$ cat src/rtl/hazard_stall_controller_pkg.sv
// Shared pipeline definitions for the hazard/stall controller: state encoding,
// register index width, control bundle and the load-use detection helper.
package hazard_stall_controller_pkg;

  localparam int unsigned REG_IDX_W   = 5;
  localparam int unsigned FLUSH_CNT_W = 4;

  typedef enum logic [1:0] {
    ST_RUN      = 2'd0,
    ST_LU_STALL = 2'd1,
    ST_FLUSH    = 2'd2
  } state_e;

  typedef struct packed {
    logic pc_write;
    logic if_id_write;
    logic ctrl_bubble;
    logic if_id_flush;
    logic id_ex_flush;
  } ctrl_t;

  // Pipeline held with every stage cleared while reset is asserted
  localparam ctrl_t CTRL_RESET = '{pc_write: 1'b0, if_id_write: 1'b0, ctrl_bubble: 1'b1,
                                   if_id_flush: 1'b1, id_ex_flush: 1'b1};

  localparam ctrl_t CTRL_IDLE  = '{pc_write: 1'b1, if_id_write: 1'b1, ctrl_bubble: 1'b0,
                                   if_id_flush: 1'b0, id_ex_flush: 1'b0};

  // A load in EX feeding either source of the instruction in ID; x0 never hazards
  function automatic logic load_use_hit(input logic                 mem_read,
                                        input logic [REG_IDX_W-1:0] rd,
                                        input logic [REG_IDX_W-1:0] rs1,
                                        input logic [REG_IDX_W-1:0] rs2);
    return mem_read && (rd != '0) && ((rd == rs1) || (rd == rs2));
  endfunction

endpackage

$ cat src/rtl/hazard_stall_controller_sat_counter.sv
// Saturating up-counter used for the stall and flush performance counters.
module sat_counter #(
  parameter int unsigned W = 16
) (
  input  logic         clk,
  input  logic         rst_n,
  input  logic         inc,
  output logic [W-1:0] count
);

  always_ff @(posedge clk or negedge rst_n) begin
    if (!rst_n) begin
      count <= '0;
    end else if (inc && (count != '1)) begin
      count <= count + W'(1);
    end
  end

endmodule

$ cat src/rtl/hazard_stall_controller.sv
// Load-use / branch-flush / imem-wait hazard controller with combinational
// pipeline control decode and saturating stall/flush performance counters.
module hazard_stall_controller
  import hazard_stall_controller_pkg::*;
#(
  parameter int unsigned FLUSH_DEPTH = 2,
  parameter int unsigned CNT_W       = 16
) (
  input  logic                 clk,
  input  logic                 reset,
  input  logic                 ID_EX_MemRead,
  input  logic [REG_IDX_W-1:0] ID_EX_rd,
  input  logic [REG_IDX_W-1:0] IF_ID_rs1,
  input  logic [REG_IDX_W-1:0] IF_ID_rs2,
  input  logic                 branch_taken,
  input  logic                 imem_ready,
  output logic                 PCWrite,
  output logic                 IF_ID_Write,
  output logic                 ctrl_bubble,
  output logic                 IF_ID_Flush,
  output logic                 ID_EX_Flush,
  output logic [CNT_W-1:0]     stall_cycles,
  output logic [CNT_W-1:0]     flush_cycles
);

  state_e                 state;
  state_e                 state_next;
  logic [FLUSH_CNT_W-1:0] flush_cnt;
  logic [FLUSH_CNT_W-1:0] flush_cnt_next;
  ctrl_t                  ctrl;
  ctrl_t                  ctrl_out;
  logic                   lu_hit;
  logic                   stall_inc;
  logic                   flush_inc;

  assign lu_hit = load_use_hit(ID_EX_MemRead, ID_EX_rd, IF_ID_rs1, IF_ID_rs2);

  // State register
  always_ff @(posedge clk or negedge reset) begin
    if (!reset) begin
      state     <= ST_RUN;
      flush_cnt <= '0;
    end else begin
      state     <= state_next;
      flush_cnt <= flush_cnt_next;
    end
  end

  // Next-state and control decode, priority: branch > flush > load-use > imem wait
  always_comb begin
    ctrl           = CTRL_IDLE;
    state_next     = state;
    flush_cnt_next = flush_cnt;

    if (branch_taken) begin
      ctrl.if_id_flush = 1'b1;
      ctrl.id_ex_flush = 1'b1;
      state_next       = ST_FLUSH;
      flush_cnt_next   = FLUSH_CNT_W'(FLUSH_DEPTH - 1);
    end else if (state == ST_FLUSH) begin
      ctrl.if_id_flush = 1'b1;
      ctrl.pc_write    = imem_ready;
      // Bubbles only retire on cycles where a fetch actually returned
      if (imem_ready) begin
        if (flush_cnt == '0) begin
          state_next = ST_RUN;
        end else begin
          flush_cnt_next = flush_cnt - FLUSH_CNT_W'(1);
        end
      end
    end else if (lu_hit && (state == ST_RUN)) begin
      ctrl.pc_write    = 1'b0;
      ctrl.if_id_write = 1'b0;
      ctrl.ctrl_bubble = 1'b1;
      state_next       = ST_LU_STALL;
    end else begin
      state_next = ST_RUN;
      if (!imem_ready) begin
        ctrl.pc_write    = 1'b0;
        ctrl.if_id_write = 1'b0;
        ctrl.ctrl_bubble = 1'b1;
      end
    end
  end

  assign ctrl_out    = reset ? ctrl : CTRL_RESET;
  assign PCWrite     = ctrl_out.pc_write;
  assign IF_ID_Write = ctrl_out.if_id_write;
  assign ctrl_bubble = ctrl_out.ctrl_bubble;
  assign IF_ID_Flush = ctrl_out.if_id_flush;
  assign ID_EX_Flush = ctrl_out.id_ex_flush;

  // Imem waits inside a flush are accounted as flush time, not stall time
  assign stall_inc = !ctrl.pc_write && (state != ST_FLUSH);
  assign flush_inc = ctrl.if_id_flush;

  sat_counter #(.W(CNT_W)) u_stall_cnt (
    .clk   (clk),
    .rst_n (reset),
    .inc   (stall_inc),
    .count (stall_cycles)
  );

  sat_counter #(.W(CNT_W)) u_flush_cnt (
    .clk   (clk),
    .rst_n (reset),
    .inc   (flush_inc),
    .count (flush_cycles)
  );

endmodule

$ cat config.mk
export PLATFORM = sky130hd
export DESIGN_NAME = hazard_stall_controller
export DESIGN_NICKNAME = d
export VERILOG_FILES = /design/src/rtl/hazard_stall_controller_pkg.sv /design/src/rtl/hazard_stall_controller_sat_counter.sv /design/src/rtl/hazard_stall_controller.sv
export SDC_FILE = /design/constraint.sdc
export NUM_CORES = 1
export LEC_CHECK = 0
export CORE_ASPECT_RATIO = 0.5
export CORE_UTILIZATION = 30
export DETAILED_ROUTE_END_ITERATION = 10
export GPL_TIMING_DRIVEN = 0
export PLACE_DENSITY = 0.52
export SETUP_SLACK_MARGIN = 0.02
export SYNTH_ARGS = -nofsm -noshare
export SYNTH_HDL_FRONTEND = slang
export SYNTH_SLANG_ARGS = --single-unit
$ cat constraint.sdc
create_clock -name clk -period 2.05 [get_ports clk]
set_input_delay 0.5125 -clock clk [delete_from_list [all_inputs] [get_ports clk]]
set_output_delay 0.5125 -clock clk [all_outputs]
set_load 0.05 [all_outputs]
==> qor.txt, run 1 <==
Gr usage total - 0.1491
Critical Path Sink - IF_ID_Write
CP cell instances - buf_8 > or4_4 > o211ai_4 > o21a_1 > nand2b_4 > and2_4 > buf_8
Initial antenna violation count - 0
Setup ws final - -0.4227 ns
Reg2reg start - state[1]
Die ar. - 0.007092 sq mm
Final setup fails - 16
Clk_lat worst skew - 0.28 ns
Syn Area/Cell - 10.81 sq um
EDFF count, synth - 0
Final Hold Viols - 0
Max cap viols - 0
Synth Instances - 187
Mapped Area - 0.002022 sq mm
Most common cell after layout, fill and taps aside - dfrtp_1
Min Tclk post-route - 2.473 ns
CTS Root Cell - clkbuf_16
Post-route non-filler standard cell count - 356
Final WL - 4989 microns
Critical Path RT - 1.54 ns
CTS Sinks - 38
Most area-consuming cells after synthesis - dfrtp_1 47%, xnor2_1 10%, xor2_1 8.2%
Drt drc - 0
Fin. max-slew vios - 0
CTS buffer count - 5
CTS tree - done
FF-to-FF path depth - 13
#FFs+latches synth - 38
CTS H-tree lvls - 2
Gpl congestion - 0.7223
Port Buffers - 55
Critical path startpoint - ID_EX_rd[2]
Io pins - 57
Most frequent cells in the layout - 28 x dfrtp_1, 21 x dlygate4sd2_1, 20 x xnor2_1, 19 x xor2_1
Cell family with the largest share of critical-path delay - simple AND/OR/NAND/NOR gates
Failing checks - negative setup slack
Pleak - 0.001635 uW
Worst Path Arrival - 1.96 ns
Buffers and inverters on the worst path - 2
Global-route wire length before repair - 8004 microns
DR WL/cell - 14.01 microns
CP Launch Type - input pin
Area Overhead vs Synth - 59.10%
Finished Cell Area - 0.003217 sq mm
Vias per cell - 4.607
Core area - 0.006281 sq mm
Stages on worst setup path - 7
Largest net degree at the start of global routing - 20
Fin crit share - 1.206
Worst setup EP type - output pin
Outcome - finished, violations left
DR iter-0 viols - 73
Unrepaired setup endpoints after global routing - true
Die Wd - 118.1 microns
Hold Path Class - in -> async
Synth cell types - 36
Top cell type's share of synthesized area - 0.4703
Cells after DPL - 331
Pre-Repair DR Iteration Count - 4
Slowest cell on the critical path - or4_4
Vias in the first global route - 1623
Nets - 291
Seq/Total Area, Yosys - 0.4703
Worst Tran Pin Value - 0.5114 ns
Max frequency - 404.4 MHz
Skew final - 0.006177 ns
Ys flop type - dfrtp_1
Grt ovf - 0
Power, Total - 3078 uW
Ys async rst share - 1.000
Via count - 1640
Row cnt - 20
Initial Util - 0.3219
Clock-pin transition on the worst setup and hold timing paths - 0.06 ns
Slowest Stage Delay on Critical Path - 0.53 ns
Syn Nets - 211
Power Density - 956.9 mW/mm^2
CP Class - in -> out
Share of post-route cells with drive strength above 1 - 0.3172
CP Max Fanout - 3
Crit-path most repeated cell - buf_8
Antenna-violating nets left - 0
Post-synth top area cell - dfrtp_1
Slew headroom - 0.6585
DP HPWL - 3287 microns
Diodes inserted - 0
Worst VDD drop - 0.2998 mV
Syn. warnings - 0
FF-to-FF End - u_stall_cnt.count[12]
DIE HEIGHT - 60.05 microns
Dpl cell area - 0.002716 sq mm
R2r setup slk - -0.33 ns
Maximum clock path buffer count - 2
state kept, by name (all words and copies together), names as in the netlist:
| signal | cells |
|---|---|
| flush_cnt | 4 |
| u_stall_cnt.count | 16 |
| u_flush_cnt.count | 16 |
| state | 2 |
synth_stat cells, types with 2 or more instances:
cell and instances:
dfrtp_1 38, xnor2_1 23, xor2_1 19, nand2_1 15, nor2_1 14, nand3_1 10, and3_1 8, nand4_1 8
nor3_1 7, ha_1 4, and3_4 3, buf_2 3, inv_1 3, nand2b_1 3, a21oi_1 2, and2_1 2
mux2_2 2, nand3_2 2, nor4_1 2, o21a_1 2, or2_2 2
worst min-delay path by stage:
stage	slack, ns	startpoint	cells past startpoint	to
2_1_floorplan	0.22	reset	0	flush_cnt[0]
3_3_place_gp	0.48	u_stall_cnt.count[5]	1	u_stall_cnt.count[5]
3_5_place_dp	0.36	reset	1	u_stall_cnt.count[5]
4_1_cts	0.05	reset	1	u_stall_cnt.count[6]
5_1_grt	0.04	reset	1	u_stall_cnt.count[8]
6_report	0.05	reset	1	u_stall_cnt.count[6]
cell families (layout without fill, tap and decap cells):
kind of cell	count (synthesis)	after routing	synth area share
buffers and inverters	8	89	0.02042
and+or+nand+nor	82	82	0.2252
muxes	2	2	0.01114
DFF	38	38	0.4703
xor gates and xnor gates	42	42	0.1819
adders and majority gates	4	4	0.02475
AOI/OAI and AO/OA	11	11	0.06622
power by group:
part | switching, uW | internal (uW) | total, uW
Sequential | 140 | 876 | 1020
Clock | 304 | 730 | 1030
Combinational | 645 | 382 | 1030
final cells by class:
class	count	area, sq um
plain buffers	5	30.03
clock buffers	6	138.9
clock inverters	2	60.06
fillers	590	3064
inverters	3	11.26
multi-input cells	141	1145
flip-flops and latches	38	963.4
well taps	88	110.1
repair buffers	73	758.2
routing by layer:
layer / vias up / wire [microns] / share of wire / track usage
met4: 0 / 57 / 0.011 / 0.04945
met5: - / 0 / 0 / 0
li1: 801 / - / - / -
met2: 29 / 2338 / 0.47 / 0.2563
met1: 805 / 2433 / 0.49 / 0.1886
met3: 5 / 159 / 0.032 / 0.03626
metrics by stage:
stage | hold WS, ns | utilization | TNS (ns) | worst slack, ns
2_1_floorplan | 0.2169 | - | -0.6626 | -0.2549
3_3_place_gp | 0.4751 | 0.4301 | -43.78 | -2.036
3_5_place_dp | 0.3595 | 0.4325 | -12.80 | -1.595
4_1_cts | 0.04778 | 0.4940 | -4.883 | -0.4492
5_1_grt | 0.04244 | 0.5122 | -5.608 | -0.4617
6_report | 0.05105 | 0.5122 | -4.835 | -0.4227
repair_timing:
item                       4_1_cts  5_1_grt
pin swaps                       30       18
hold buffers                     0        0
setup endpoints to repair       33       36
buffers inserted                16        3
resized for setup               97       29
cloned                           1        0
hold endpoints to repair         0        0
(Power assumes the default switching activity.)
==> inputs of run 2 (changes only) <==
CORE_MARGIN = 5   (was not set)
SKIP_LAST_GASP = 1   (was not set)
==> qor.txt, run 2 (synthesis results as in run 1) <==
Outcome - finished, violations left
Failing checks - negative setup slack
Fin crit share - 1.192 (-0.01441)
Share of post-route cells with drive strength above 1 - 0.2765 (-0.04065)
Die ar. - 0.008581 sq mm (+21%)
# fillers - 641 (+8.6%)
DIE HEIGHT - 68.05 microns (+13%)
R2r setup slk - 0.10 ns (+0.43 ns)
DR WL/cell - 13.45 microns (-4.0%)
Clk_lat worst skew - 0.28 ns (about the same)
Setup TNS - -1.096 ns (+3.739 ns)
CP Max Fanout - 3 (unchanged)
Vias in the first global route - 1635 (+0.74%)
Vias per cell - 4.458 (-3.2%)
Gpl congestion - 0.6924 (-4.1%)
Row cnt - 21 (+5.0%)
Global-route wire length before repair - 8045 microns (+0.51%)
Core area - 0.006621 sq mm (+5.4%)
Die Wd - 126.1 microns (+6.8%)
Area Overhead vs Synth - 51.30%
Antenna-violating nets left - 0 (unchanged)
Critical Path RT - 1.54 ns (about the same)
CP Class - in -> out
CTS tree - done
Min Tclk post-route - 2.443 ns (-0.02954 ns)
Post-route non-filler standard cell count - 356 (unchanged)
Final WL - 4788 microns (-4.0%)
Final core area utilization - 0.4620 (-0.05013)
Register area - 963.4 sq um (unchanged)
Max frequency - 409.3 MHz (+1.2%)
Initial Util - 0.3054 (-0.01655)
DP HPWL - 3452 microns (+5.0%)
Final setup fails - 3 (-13)
Diodes inserted - 0 (unchanged)
Skew final - 0.003434 ns (-0.002743 ns)
Setup ws final - -0.3932 ns (+0.02954 ns)
Power, Total - 2792 uW (-9.3%)
Worst setup EP type - output pin
Drt drc - 0 (unchanged)
Via count - 1587 (-3.2%)
CTS buffer count - 5 (unchanged)
FF-to-FF End - u_stall_cnt.count[12]
Worst Tran Pin Value - 0.5070 ns (-0.004426 ns)
Largest regs - u_flush_cnt.count x16, u_stall_cnt.count x16, flush_cnt x4
Largest net degree at the start of global routing - 20 (unchanged)
Cells after DPL - 335 (+1.2%)
CTS Root Cell - clkbuf_16
Initial antenna violation count - 0 (unchanged)
Gr usage total - 0.1179 (-0.03125)
Worst Path Arrival - 1.93 ns (-0.03 ns)
Max cap viols - 0 (unchanged)
CP Launch Type - input pin
Final Hold Viols - 0 (unchanged)
Maximum clock path buffer count - 2 (unchanged)
Slew headroom - 0.6614 (+0.002955)
CTS H-tree lvls - 2 (unchanged)
Pleak - 0.001497 uW (-8.4%)
FF-to-FF path depth - 8 (-5)
Multi-input logic area - 0.001099 sq mm (-4.0%)
CTS Sinks - 38 (unchanged)
Unrepaired setup endpoints after global routing - true
Fin. max-slew vios - 0 (unchanged)
Nets - 287 (-1.4%)
Most common cell after layout, fill and taps aside - dfrtp_1
Worst VDD drop - 0.3330 mV (+11%)
Hold Path Class - in -> async
Pre-Repair DR Iteration Count - 4 (unchanged)
DR iter-0 viols - 61 (-16%)
Grt ovf - 0 (unchanged)
Most frequent cells in the layout - 28 x dfrtp_1, 23 x xnor2_1, 22 x dlygate4sd2_1, 19 x xor2_1
Io pins - 57 (unchanged)
Port Buffers - 55 (unchanged)
Reg2reg start - u_stall_cnt.count[3]
Power Density - 912.8 mW/mm^2 (-4.6%)
Clock-pin transition on the worst setup and hold timing paths - 0.06 ns (about the same)
[run 2: cell types whose count changed in the layout (fill, tap and decap cells not counted), moves of 2 or more]
cell | before | now
buf_4 | 10 | 12
buf_6 | 8 | 4
buf_8 | 5 | 3
bufinv_16 | 2 | 0
clkdlybuf4s50_1 | 8 | 10
dlymetal6s2s_1 | 13 | 10
nand2_1 | 12 | 14
nand3_1 | 8 | 10
nand3_4 | 2 | 0
xnor2_1 | 20 | 23
xnor2_2 | 3 | 0
[run 2: final cells by class]
cell class                      instances  area share
Inverter                                3    0.003681
Sequential cell                        38      0.3149
Clock buffer                            6     0.04540
Multi-Input combinational cell        141      0.3591
Timing Repair Buffer                   69      0.2254
Buffer                                  5    0.009816
Clock inverter                          2    0.004090
Tap cell                               92     0.03763
[run 2: how the worst max path moves through the flow]
stage / start / end / cells past startpoint
final: ID_EX_rd[4] / IF_ID_Write / 7
after global routing: ID_EX_rd[4] / IF_ID_Write / 7
after CTS: ID_EX_rd[4] / IF_ID_Write / 7
after detailed placement: ID_EX_rd[1] / IF_ID_Write / 7
after global placement: reset / IF_ID_Flush / 4
after floorplan: ID_EX_rd[1] / IF_ID_Write / 5
[run 2: per-stage QoR]
step | worst slack, ns | area (sq um) | hold slack, ns
floorplan | -0.2549 | 2041 | 0.2169
global placement | -2.088 | 2706 | 0.4735
detailed placement | -1.600 | 2721 | 0.3600
CTS | -0.4338 | 2972 | 0.04129
global route | -0.4371 | 3059 | 0.04251
finish | -0.3932 | 3059 | 0.04473
[run 2: power breakdown]
| part | total (uW) | internal [uW] | leakage [uW] | switching, uW |
|---|---|---|---|---|
| registers | 1010 | 876 | 0.000485 | 138 |
| clock network | 778 | 481 | 0.0000729 | 297 |
| logic | 1000 | 365 | 0.000939 | 635 |
| total | 2790 | 1720 | 0.00150 | 1070 |
[run 2: metal layers]
metal / up-vias / wire length (microns) / track usage
met5: - / 0 / 0
met4: 0 / 0 / 0.03209
met3: 0 / 142 / 0.02884
met2: 15 / 2376 / 0.1984
met1: 777 / 2269 / 0.1544
li1: 795 / - / -
[run 2: worst max-delay path: stages]
cell,delay (ns)
buf_8,0.09
or4_4,0.53
o211ai_4,0.18
o21a_1,0.19
nand2b_4,0.15
and2_4,0.14
buf_8,0.13
[run 2: timing repair]
action | in CTS | in global routing
gates resized for setup | 84 | 20
cloned | 2 | 0
endpoints found under the setup margin | 34 | 34
pin swaps | 16 | 12
buffers inserted | 9 | 4
hold buffers | 0 | 0
==> inputs of run 3 (changes only) <==
REMOVE_ABC_BUFFERS = 1   (was not set)
==> qor.txt, run 3 (synthesis results as in run 1) <==
Stages on worst setup path - 7 (unchanged)
Largest net degree at the start of global routing - 19 (-5.0%)
Worst VDD drop - 0.3930 mV (+18%)
Power Density - 908.5 mW/mm^2 (-0.47%)
Pre-Repair DR Iteration Count - 4 (unchanged)
Grt ovf - 0 (unchanged)
Vias per cell - 4.567 (+2.5%)
Slowest cell on the critical path - or4_4
Crit-path most repeated cell - buf_8
Final core area utilization - 0.4847 (+0.02268)
Worst Path Arrival - 1.91 ns (-0.02 ns)
Post-route non-filler standard cell count - 365 (+2.5%)
Gpl congestion - 0.7704 (+11%)
DR WL/cell - 13.91 microns (+3.4%)
CP Class - in -> out
Slew headroom - 0.6606 (-0.0008520)
Max cap viols - 0 (unchanged)
Skew final - 0.005338 ns (+0.001903 ns)
Final setup fails - 16 (+13)
Die ar. - 0.008581 sq mm (unchanged)
Max frequency - 413.3 MHz (+0.98%)
Buffers and inverters on the worst path - 2 (unchanged)
Clk_lat worst skew - 0.28 ns (about the same)
Critical Path RT - 1.54 ns (about the same)
CTS buffer count - 5 (unchanged)
DP HPWL - 3397 microns (-1.6%)
CTS Sinks - 38 (unchanged)
Drt drc - 0 (unchanged)
Initial Util - 0.3054 (unchanged)
Cells after DPL - 331 (-1.2%)
Antenna-violating nets left - 0 (unchanged)
Worst setup EP type - output pin
Diodes inserted - 0 (unchanged)
Global-route wire length before repair - 8211 microns (+2.1%)
Initial antenna violation count - 0 (unchanged)
Worst Tran Pin Value - 0.5075 ns (+0.0005177 ns)
Min Tclk post-route - 2.420 ns (-0.02362 ns)
FF-to-FF path depth - 12 (+4)
Setup TNS - -3.573 ns (-2.477 ns)
CTS Root Cell - clkbuf_16
Hold Path Class - in -> async
Unrepaired setup endpoints after global routing - true
Setup ws final - -0.3695 ns (+0.02362 ns)
Via count - 1667 (+5.0%)
Port Buffers - 56 (+1.8%)
CTS tree - done
Pleak - 0.001637 uW (+9.3%)
Most common cell after layout, fill and taps aside - dfrtp_1
Share of post-route cells with drive strength above 1 - 0.2747 (-0.001790)
Cell family with the largest share of critical-path delay - simple AND/OR/NAND/NOR gates
CTS H-tree lvls - 2 (unchanged)
CP Max Fanout - 3 (unchanged)
Area Overhead vs Synth - 58.73%
Largest regs - u_flush_cnt.count x16, u_stall_cnt.count x16, flush_cnt x4
Outcome - finished, violations left
Vias in the first global route - 1658 (+1.4%)
Final Hold Viols - 0 (unchanged)
Clock-pin transition on the worst setup and hold timing paths - 0.06 ns (about the same)
CP cell instances - buf_8 > or4_4 > o211ai_4 > o21a_1 > nand2b_4 > and2_4 > buf_8
DIE HEIGHT - 68.05 microns (unchanged)
DR iter-0 viols - 81 (+33%)
Row cnt - 21 (unchanged)
Gr usage total - 0.1180 (+0.0001721)
Failing checks - negative setup slack
Final WL - 5077 microns (+6.0%)
CP Launch Type - input pin
Maximum clock path buffer count - 2 (unchanged)
Fin. max-slew vios - 0 (unchanged)
Io pins - 57 (unchanged)
Fin crit share - 1.180 (-0.01152)
Die Wd - 126.1 microns (unchanged)
Most frequent cells in the layout - 38 x dfrtp_1, 25 x dlygate4sd2_1, 21 x xnor2_1, 19 x xor2_1, 18 x buf_4
Nets - 296 (+3.1%)
Slowest Stage Delay on Critical Path - 0.53 ns (about the same)
Core area - 0.006621 sq mm (unchanged)
==> run 3: changes by cell type in the layout (fill, tap and decap cells not counted), sizes merged <==
cell,before,now
clkdlybuf4s15,3,1
clkdlybuf4s50,10,8
clkinv,1,0
dlymetal6s2s,10,11
bufinv,0,1
clkbuf,7,9
clkinvlp,1,0
dlygate4sd2,22,25
buf,27,35
==> run 3: per-layer routing <==
layer  GRT usage  share of wire  up-vias
met5           0              0        -
met4     0.02406         0.0089        0
met3     0.02962          0.026        4
met2      0.1958           0.49       18
met1      0.1591           0.48      833
li1            -              -      812
==> run 3: final timing paths <==
path | start | to | slack [ns]
worst max-delay path | ID_EX_rd[4] | IF_ID_Write | -0.37
worst max register to register | state[0] | u_stall_cnt.count[1] | -0.24
worst min register to register | u_stall_cnt.count[8] | u_stall_cnt.count[8] | 0.49
min in group clk | u_stall_cnt.count[8] | u_stall_cnt.count[8] | 0.49
max in group asynchronous | reset | u_stall_cnt.count[12] | 1.51
worst min-delay path | reset | u_stall_cnt.count[4] | 0.08
==> run 3: repair_timing <==
action | CTS | global route
setup endpoints to repair | 41 | 36
gates resized for setup | 100 | 24
pin swaps | 25 | 18
setup buffers | 14 | 14
hold buffers | 0 | 0
gates cloned | 1 | 0
==> run 3: layout make-up <==
class / count / area [sq um]
Fill cell: 623 / 3412
Inverter: 3 / 11.26
Clock inverter: 1 / 30.03
Clock buffer: 7 / 132.6
Timing Repair Buffer: 83 / 837.1
Multi-Input combinational cell: 141 / 1132
Sequential cell: 38 / 950.9
Tap cell: 92 / 115.1
==> run 3: stage by stage <==
| stage | hold WS (ns) | worst slack [ns] | total power, uW | instance area [sq um] |
|---|---|---|---|---|
| floorplan | 0.2169 | -0.4260 | 1675 | 1992 |
| global placement | 0.4823 | -2.023 | 2015 | 2668 |
| detailed placement | 0.3699 | -1.556 | 2038 | 2683 |
| CTS | 0.08539 | -0.4176 | 2929 | 3050 |
| global route | 0.08232 | -0.4131 | 3067 | 3209 |
| finish | 0.07542 | -0.3695 | 2916 | 3209 |
==> run 3: worst reg2reg max path: stages (launching register included) <==
cell and delay [ns]:
dfrtp_1 0.39, nor2_2 0.16, o211ai_4 0.10, buf_4 0.14, buf_6 0.10, buf_6 0.10, buf_6 0.10, buf_6 0.11
a22o_4 0.24, a211oi_4 0.19, buf_12 0.14, buf_12 0.12, mux2_4 0.29
==> run 3: power by group <==
part | internal (uW) | switching [uW] | total, uW | leakage, uW
registers | 872 | 142 | 1010 | 0.000501
clock network | 575 | 299 | 874 | 0.0000781
logic | 383 | 643 | 1030 | 0.00106
